**config.mk**
```make
export PLATFORM = sky130hd
export DESIGN_NAME = fg_sequencer
export DESIGN_NICKNAME = d
export VERILOG_FILES = /design/src/rtl/fg_pkg.sv /design/src/rtl/fg_seq_table.sv /design/src/rtl/fg_sequencer.sv
export SDC_FILE = /design/constraint.sdc
export NUM_CORES = 1
export LEC_CHECK = 0
export BUFFER_PORTS_ARGS = -buffer_cell sky130_fd_sc_hd__buf_2
export CORE_MARGIN = 1
export CORE_UTILIZATION = 50
export DETAILED_ROUTE_END_ITERATION = 8
export PLACE_DENSITY_LB_ADDON = 0.25
export SYNTH_ARGS = -nofsm -noshare
export SYNTH_HDL_FRONTEND = slang
export SYNTH_SLANG_ARGS = --single-unit
export TNS_END_PERCENT = 20
```
**constraint.sdc**
```tcl
create_clock -name clk -period 11.7 [get_ports clk]
set_input_delay 0.585 -clock clk [delete_from_list [all_inputs] [get_ports clk]]
set_output_delay 0.585 -clock clk [all_outputs]
set_load 0.005 [all_outputs]
```
**src/rtl/fg_pkg.sv**
```systemverilog
// Shared types and limits for the waveform sequencer: signal types, clamp limits,
// the program-entry layout and the sequencer FSM states.
package fg_pkg;

  typedef enum logic [2:0] {
    SINE     = 3'd0,
    TRIANGLE = 3'd1,
    SQUARE   = 3'd2,
    PWM      = 3'd3,
    PATTERN  = 3'd4
  } signal_t;

  localparam logic [31:0] SINE_TRI_MAX = 32'd9999;
  localparam logic [31:0] SQ_PWM_MAX   = 32'd499999;
  localparam logic [31:0] PATTERN_MAX  = 32'd62499;
  localparam logic [31:0] RESET_COUNT  = 32'd999;

  // Field order matches the host write word, MSB first.
  typedef struct packed {
    logic [15:0] dwell;
    logic [7:0]  duty;
    logic [31:0] count;
    logic [2:0]  sig;
  } entry_t;

  typedef enum logic [2:0] {
    ST_IDLE,
    ST_LOAD,
    ST_APPLY,
    ST_DWELL,
    ST_DONE
  } state_t;

  function automatic logic [31:0] count_limit(input logic [2:0] sig);
    case (sig)
      SQUARE, PWM: count_limit = SQ_PWM_MAX;
      PATTERN:     count_limit = PATTERN_MAX;
      default:     count_limit = SINE_TRI_MAX;
    endcase
  endfunction

endpackage

```
**src/rtl/fg_seq_table.sv**
```systemverilog
// 8-entry program store: one synchronous write port, combinational read.
// Write lands on the clock edge; no backpressure inside, the caller gates wr_en_i.
module fg_seq_table
  import fg_pkg::*;
(
  input  logic        clk,
  input  logic        rst_n,
  input  logic        wr_en_i,
  input  logic [2:0]  wr_addr_i,
  input  logic [58:0] wr_data_i,
  input  logic [2:0]  rd_addr_i,
  output logic [58:0] rd_data_o
);

  entry_t mem_q [8];

  always_ff @(posedge clk or negedge rst_n) begin
    if (!rst_n) begin
      for (int i = 0; i < 8; i++) mem_q[i] <= '0;
    end else if (wr_en_i) begin
      mem_q[wr_addr_i] <= entry_t'(wr_data_i);
    end
  end

  assign rd_data_o = mem_q[rd_addr_i];

endmodule

```
**src/rtl/fg_sequencer.sv**
```systemverilog
// Steps through a programmed list of waveform settings, clamping counts and dwelling per entry.
// Outputs update 2 cycles after start; host writes are held off (wr_ready=0) while running.
module fg_sequencer
  import fg_pkg::*;
#(
  parameter int unsigned TICK_DIV = 100000
) (
  input  logic        clk,
  input  logic        rst_n,
  input  logic        wr_valid,
  output logic        wr_ready,
  input  logic [2:0]  wr_addr,
  input  logic [58:0] wr_data,
  input  logic [3:0]  num_entries,
  input  logic        start,
  input  logic        stop,
  input  logic        loop_en,
  output logic [2:0]  sig_type_o,
  output logic [31:0] set_count_o,
  output logic [7:0]  duty_cycle_o,
  output logic        cfg_update,
  output logic        busy,
  output logic        done,
  output logic [2:0]  cur_idx,
  output logic        err
);

  localparam logic [23:0] PRESC_MAX = 24'(TICK_DIV - 1);

  state_t      state_q;
  logic [2:0]  idx_q;
  logic [23:0] presc_q;
  logic [15:0] dwell_q;
  logic [2:0]  sig_q;
  logic [31:0] count_q;
  logic [7:0]  duty_q;
  logic        cfg_update_q;
  logic        err_q;

  logic [58:0] rd_data;
  entry_t      ent;
  logic [31:0] limit;
  logic        over_limit;
  logic        type_bad;
  logic [15:0] dwell_tgt;
  logic        last_entry;
  logic        num_bad;
  state_t      adv_state;
  logic [2:0]  adv_idx;

  fg_seq_table u_table (
    .clk       (clk),
    .rst_n     (rst_n),
    .wr_en_i   (wr_valid && wr_ready),
    .wr_addr_i (wr_addr),
    .wr_data_i (wr_data),
    .rd_addr_i (idx_q),
    .rd_data_o (rd_data)
  );

  // The table cannot change while running, so LOAD, APPLY and DWELL all read it live.
  assign ent        = entry_t'(rd_data);
  assign limit      = count_limit(ent.sig);
  assign over_limit = ent.count > limit;
  assign type_bad   = ent.sig > 3'd4;
  assign dwell_tgt  = (ent.dwell == 16'd0) ? 16'd1 : ent.dwell;
  assign num_bad    = (num_entries == 4'd0) || (num_entries > 4'd8);
  assign last_entry = ({1'b0, idx_q} + 4'd1) >= num_entries;
  assign adv_state  = (last_entry && !loop_en) ? ST_DONE : ST_LOAD;
  assign adv_idx    = last_entry ? (loop_en ? 3'd0 : idx_q) : idx_q + 3'd1;

  always_ff @(posedge clk or negedge rst_n) begin
    if (!rst_n) begin
      state_q      <= ST_IDLE;
      idx_q        <= 3'd0;
      presc_q      <= '0;
      dwell_q      <= '0;
      sig_q        <= SINE;
      count_q      <= RESET_COUNT;
      duty_q       <= 8'd0;
      cfg_update_q <= 1'b0;
      err_q        <= 1'b0;
    end else begin
      cfg_update_q <= 1'b0;
      if (stop) begin
        state_q <= ST_IDLE;
      end else begin
        case (state_q)
          ST_IDLE, ST_DONE: begin
            if (start) begin
              if (num_bad) begin
                err_q <= 1'b1;
              end else begin
                err_q   <= 1'b0;
                idx_q   <= 3'd0;
                state_q <= ST_LOAD;
              end
            end
          end
          ST_LOAD: begin
            if (type_bad) begin
              err_q   <= 1'b1;
              idx_q   <= adv_idx;
              state_q <= adv_state;
            end else begin
              if (over_limit) err_q <= 1'b1;
              state_q <= ST_APPLY;
            end
          end
          ST_APPLY: begin
            sig_q        <= ent.sig;
            count_q      <= over_limit ? limit : ent.count;
            duty_q       <= ent.duty;
            cfg_update_q <= 1'b1;
            presc_q      <= '0;
            dwell_q      <= '0;
            state_q      <= ST_DWELL;
          end
          ST_DWELL: begin
            if (presc_q == PRESC_MAX) begin
              presc_q <= '0;
              if (dwell_q + 16'd1 == dwell_tgt) begin
                idx_q   <= adv_idx;
                state_q <= adv_state;
              end else begin
                dwell_q <= dwell_q + 16'd1;
              end
            end else begin
              presc_q <= presc_q + 24'd1;
            end
          end
          default: state_q <= ST_IDLE;
        endcase
      end
    end
  end

  assign wr_ready     = (state_q == ST_IDLE) || (state_q == ST_DONE);
  assign busy         = (state_q == ST_LOAD) || (state_q == ST_APPLY) || (state_q == ST_DWELL);
  assign done         = (state_q == ST_DONE);
  assign cur_idx      = idx_q;
  assign err          = err_q;
  assign cfg_update   = cfg_update_q;
  assign sig_type_o   = sig_q;
  assign set_count_o  = count_q;
  assign duty_cycle_o = duty_q;

endmodule

```
======== Yosys cells after proc, flatten, opt, wreduce, memory -nomap -nowiden ========
Cells that the tools add are included.
storage, ports and cells
  register bits after elaboration ......... 563
  output and inout bits ................... 51
operators by class
  bitwise operators ....................... 3
  order comparisons ....................... 7
  reductions and logical operators ........ 22
  mux-type cells .......................... 37
  add/sub/neg operators ................... 4
  equal/unequal tests ..................... 20
operators with widths
  kind                   count
  $bwmux 472             1
  $bmux 59 s3            1
  $demux 59 s3           1
  $mux 59                3
  $mux 16                3
  $pmux 24 s2            1
  $mux 3                 14
  $pmux 19 s2            1
  $gt 32x32->1           1
  $mux 32                1
  $pmux 16 s2            1
  $add 24x1->24 const B  1
  $eq 24x17->1 const B   1
  $mux 24                1
  $add 16x1->16 const B  1
  $eq 16x16->1           1
  $logic_not 16->1       1
  $ne 3x3->1 const B     5
  $eq 3x2->1 const B     4
  $ne 2x2->1 const B     6
  $pmux 3 s4             1
  $reduce_and 4->1       3
  $pmux 3 s3             1
  $ge 4x4->1 const B     2
  22 further kinds       37

======== Logic depth before layout (Yosys ltp) ========
  word-level depth ........................ 11
  depth in mapped cells ................... 20
  gate-level depth less buffers ........... 13

======== Modules after synthesis ========
Synthesis repeated with hierarchy kept, for this count alone.
second synthesis, totals
  cell total of the unflattened synthesis .. 1814
  area total of the unflattened synthesis .. 26392.8 sq um
modules (own cells, without submodules)
  module        seq. area each (sq um)  times used  cells each  area each (sq um)
  fg_seq_table  11811.3                 1           1217        21033.9
  fg_sequencer  2287.2                  1           597         5358.9

======== Least setup slack after synthesis ========
No wires, ideal clock.
  path kind ............................... register -> register
  from .................................... register idx_q[0] (netlist: cur_idx[0])
  to ...................................... register count_q[17] (netlist: set_count_o[17])
  library setup time ...................... 0.132 ns
  arrival time ............................ 4.339 ns
  stages on the path, launching flop included .. 20
  required time ........................... 11.568 ns
  buffers on the path ..................... 6
  slack ................................... 7.229 ns
  cell sequence ........................... dfrtp_1 > buf_6 > buf_12 > buf_2 > buf_1 > buf_2 > mux4_2 > nand2_1 > nand2_1 > ha_1 > and3_1 > nand3_1 > a31oi_1 > or3_1 > and4_1 > o311ai_2 > o211ai_2 > buf_6 > mux2i_1 > o21ai_1
between the ends
  longest elaborated chain between the ends .. 9
  elaborated cells on any way between the ends .. 11
RTL lines
  element                                        line                 text
  start: declaration                             fg_sequencer.sv:31   logic [2:0] idx_q;
  start signal: assignment                       fg_sequencer.sv:103  idx_q <= adv_idx;
  start signal: assignment                       fg_sequencer.sv:123  idx_q <= adv_idx;
  $not 3->4 (implied by the code) *              fg_seq_table.sv:25   assign rd_data_o = mem_q[rd_addr_i];
  $bmux 59 s3 *                                  fg_seq_table.sv:25
  $mux 59 (implied by the code) * (2 in series)  fg_seq_table.sv:25
  $eq 3x2->1                                     fg_pkg.sv:35         case (sig)
  $reduce_or 2->1                                fg_pkg.sv:35
  $pmux 19 s2                                    fg_pkg.sv:35
  $gt 32x32->1                                   fg_sequencer.sv:64   assign over_limit = ent.count > limit;
  $mux 32 *                                      fg_sequencer.sv:112  count_q <= over_limit ? limit : ent.count;
  end signal: assignment                         fg_sequencer.sv:112
  end: declaration                               fg_sequencer.sv:35   logic [31:0] count_q;
Every way passes the cells marked *; elsewhere a longest branch is shown, timed or not. The select of a mux whose other input is x is not followed.
A chain may end at the register's enable or synchronous reset.

======== Worst setup path after layout ========
Same ends and word-level chain as after synthesis.

==> results.md <==
* Fin nets at roughly 2,100
* Sequential fraction of the synthesis area at 53.8%
* RePlAce Congestion at 0.885
* H-tree lvl count at 2
* Outcome: completed
* Cell area after layout at 0.0293 sq mm
* Crit path DAT at 5.48 ns
* Ranking of synthesized cells by area: dfrtp_1 53%, mux2_2 20%, mux4_2 5.6%, mux2i_1 2.7%, nand2_1 2.0%
* Iter 0 DRT Violations at 973
* CP Max Fanout at 30
* Post-layout min period at 5.01 ns
* Placed Area at 0.0273 sq mm
* MaxCap Viol Count at 0
* Worst flop-to-flop path startpoint: cur_idx[0]
* RSZ-0062 raised after global routing: false
* Global route hottest layer: met2
* Worst slew pin tran at roughly 1.2 ns
* Met2 global-route usage at slightly below 40%
* Worst-path clk slew at approximately 0.06 ns
* Cell Chain, Critical Path: buf_4 > mux4_2 > mux2_4 > nor2_2 > inv_1 > ha_1 > a211oi_1 > a31oi_1 > or3_1 > and4_1 > o311ai_2 > o211ai_2 > buf_4 > mux2i_1 > o21ai_1
* Fraction of registers with async set/reset at 100%
* Post CTS Setup Buffer Count at 0
* Worst R2R Path Depth at 15
* GR Layer Usage met1 at 33.1%
* Slowest-stage cell, CP: dfrtp_4
* Total vias in the final route at around 16,000
* CP endpoint kind: flip-flop
* Slew headroom at 21.1%
* Detail Route Antenna Nets at 0
* Setup CP Type: flip-flop to flip-flop
* Global-route wire length before repair at 100,000 um
* Critical path launch point type: flip-flop
* Period Utilization, post-route at 42.8%
* DR vias/cell at 5.96
* Initial Util at between 50% and 60%
* Cts bufs inserted at 58
* Die Wd at about 230 um
* CP Buf/Inv Count at 3
* Max Clk Rate at 0.200 GHz
* GR Overflow Total at 0
* Synth Cell Area at 0.0262 sq mm
* Slowest stage delay, CP at 0.75 ns
* Worst hold path type: primary input to asynchronous set/reset pin
* Avg WL per Cell at approximately 23 um
* Die area at 0.0533 sq mm
* DRC Markers at 0
* Post-synth EDFFs at 0
* CTS tree: done
* Rows at 83
* Global Route met3 Usage at 3.92%
* Top_reg_cell synth: dfrtp_1
* Clk_skew at 0.0298 ns
* VDD IR-drop max at 0.136 mV
* Routed Wire Length at 62,300 um
* Count of final hold-check violations at 0
* CTS sink count at 563
* Area growth, synth to finish at 11.9%
* WP data required at 12.17 ns
* Number of hold buffers added after cts at 0
* Synth warn at 0
* Synth top area share at 53.0%
* P_leak at 12.7 nW
* Layout cell share with drive strength beyond 1 at 39.7%
* Tot GR Track Use at 24.1%
* Core area at slightly above 0.05 sq mm
* Clock Path Buffers at 3
* Max Slew Vio Count at 0
* DR pass1 iterations at 5
* I/O Pins at 123
* TNS Setup at 0 ns
* Unique cell type count in the Yosys netlist at 74
* Yosys top cell by area: dfrtp_1
* Crit path top cell by count: buf_4
* Core Util, Final at 56.9%
* Crit Reg-Reg Endpoint: set_count_o[17]
* Post-Syn Nets at slightly above 2,000
* Vias in the first global route at 17,300
* Worst reg2reg setup slack at 6.69 ns
* Placed instance count at roughly 2,600
* Power density over the cells at 268 mW/mm^2
* Final non-filler cell total at 2,759
* Die height at 231 um
* Final setup violation count at 0
* Post-DP HPWL at roughly 38,000 um
* Worst skew pair latency at 0.63 ns
* Largest net degree at the start of global routing at 143
* Input/output buffers at 122
* Root buffer cell: clkbuf_16
* Post-CTS sizing at 0
* Initial antenna violation count at 12
* Avg Cell Area, Syn at 13.5 sq um
* Synth Register Bits at 563
* Gate count after technology mapping at 1,938
* Cell family with most CP delay: multiplexers
==> state kept, by name, indices dropped and copies added (netlist names) <==
signal	flops
duty_cycle_o	8
dwell_q	16
state_q	3
presc_q	24
cur_idx	3
cfg_update	1
err	1
u_table.mem_q	472
set_count_o	32
sig_type_o	3
==> layout make-up <==
cell class,instances,area (sq um)
fill,4221,22200
sequential,563,14100
multi-input combinational,1248,11600
clock buffer,86,1710
tap,680,851
timing repair buffer,136,726
clock inverter,21,269
inverter,17,63.8
antenna,8,20.0
==> where the power goes <==
group	switching, mW	internal [mW]
registers	0.545	2.84
clock network	0.776	1.14
logic	1.15	1.41
total	2.47	5.38
==> metal layers <==
metal  wire length (um)  vias to the layer above
li1                   -                     7319
met1              28000                     8670
met2              29800                      336
met3               2810                      108
met4               1680                        8
met5                 46                        -
==> cell usage in the layout, fill, tap and decap left out, types with 8 or more instances in the layout <==
cell type / count
ha_1: 19
clkbuf_8: 13
clkbuf_16: 59
and2_1: 19
and3_1: 13
nor3_1: 30
inv_1: 14
mux2i_1: 71
a211oi_1: 8
o21ai_1: 16
mux4_2: 65
nand3_1: 28
nor3b_1: 9
nor2_1: 68
o31ai_1: 11
a21oi_1: 21
mux4_1: 9
xor2_1: 12
xnor2_1: 25
a31oi_1: 13
buf_2: 121
mux2_2: 475
dfrtp_1: 552
nand4_1: 20
clkbuf_1: 14
diode_2: 8
buf_4: 14
o21ai_0: 41
dfstp_2: 8
clkinv_2: 11
nor4_1: 38
nand2_1: 130
==> worst max path at each step <==
| stage | from | to | slack, ns | depth (start not counted) |
|---|---|---|---|---|
| 3_5_place_dp | cur_idx[0] | set_count_o[17] | 6.64 | 15 |
| 6_report | cur_idx[0] | set_count_o[17] | 6.69 | 15 |
| 4_1_cts | cur_idx[0] | set_count_o[17] | 6.63 | 15 |
| 3_3_place_gp | cur_idx[0] | set_count_o[15] | 6.74 | 15 |
| 5_1_grt | cur_idx[0] | set_count_o[18] | 6.28 | 15 |
| 2_1_floorplan | cur_idx[0] | set_count_o[17] | 7.23 | 19 |
==> synth_stat cells, drive strengths merged, types with 5 or more instances <==
| cell | instances |
|---|---|
| a211oi | 8 |
| xnor2 | 25 |
| ha | 19 |
| clkbuf | 32 |
| o21ai | 58 |
| dfrtp | 555 |
| nand2 | 137 |
| nor2 | 70 |
| a221oi | 8 |
| mux2 | 476 |
| nor3 | 31 |
| and2 | 21 |
| nand3 | 29 |
| o211ai | 8 |
| mux4 | 74 |
| nand2b | 5 |
| o31ai | 15 |
| a31oi | 13 |
| dfstp | 8 |
| nor3b | 9 |
| a21oi | 21 |
| nor2b | 7 |
| a21o | 5 |
| nor4 | 41 |
| and3 | 16 |
| a22oi | 13 |
| inv | 16 |
| buf | 78 |
| mux2i | 71 |
| or3 | 5 |
| xor2 | 12 |
| nand4 | 21 |
==> cells by family (layout without fill, tap and decap cells) <==
| group | after synthesis | after routing | synth area share, % |
|---|---|---|---|
| compound gates | 169 | 169 | 4.41 |
| xor+xnor | 37 | 37 | 1.24 |
| fa+ha+maj | 19 | 19 | 0.907 |
| buf+inv | 127 | 260 | 2.28 |
| flops | 563 | 563 | 53.8 |
| mux | 621 | 621 | 29.7 |
| other cells | 0 | 8 | 0 |
| simple gates | 402 | 402 | 7.69 |
==> metrics by stage <==
step | total power, mW | hold slack, ns | worst slack (ns)
2_1_floorplan | 5.23 | 0.289 | 7.23
3_3_place_gp | 5.82 | 0.464 | 6.74
3_5_place_dp | 5.96 | 0.466 | 6.64
4_1_cts | 7.90 | 0.163 | 6.63
5_1_grt | 8.31 | 0.202 | 6.28
6_report | 7.85 | 0.116 | 6.69
(Power assumes the default switching activity.)
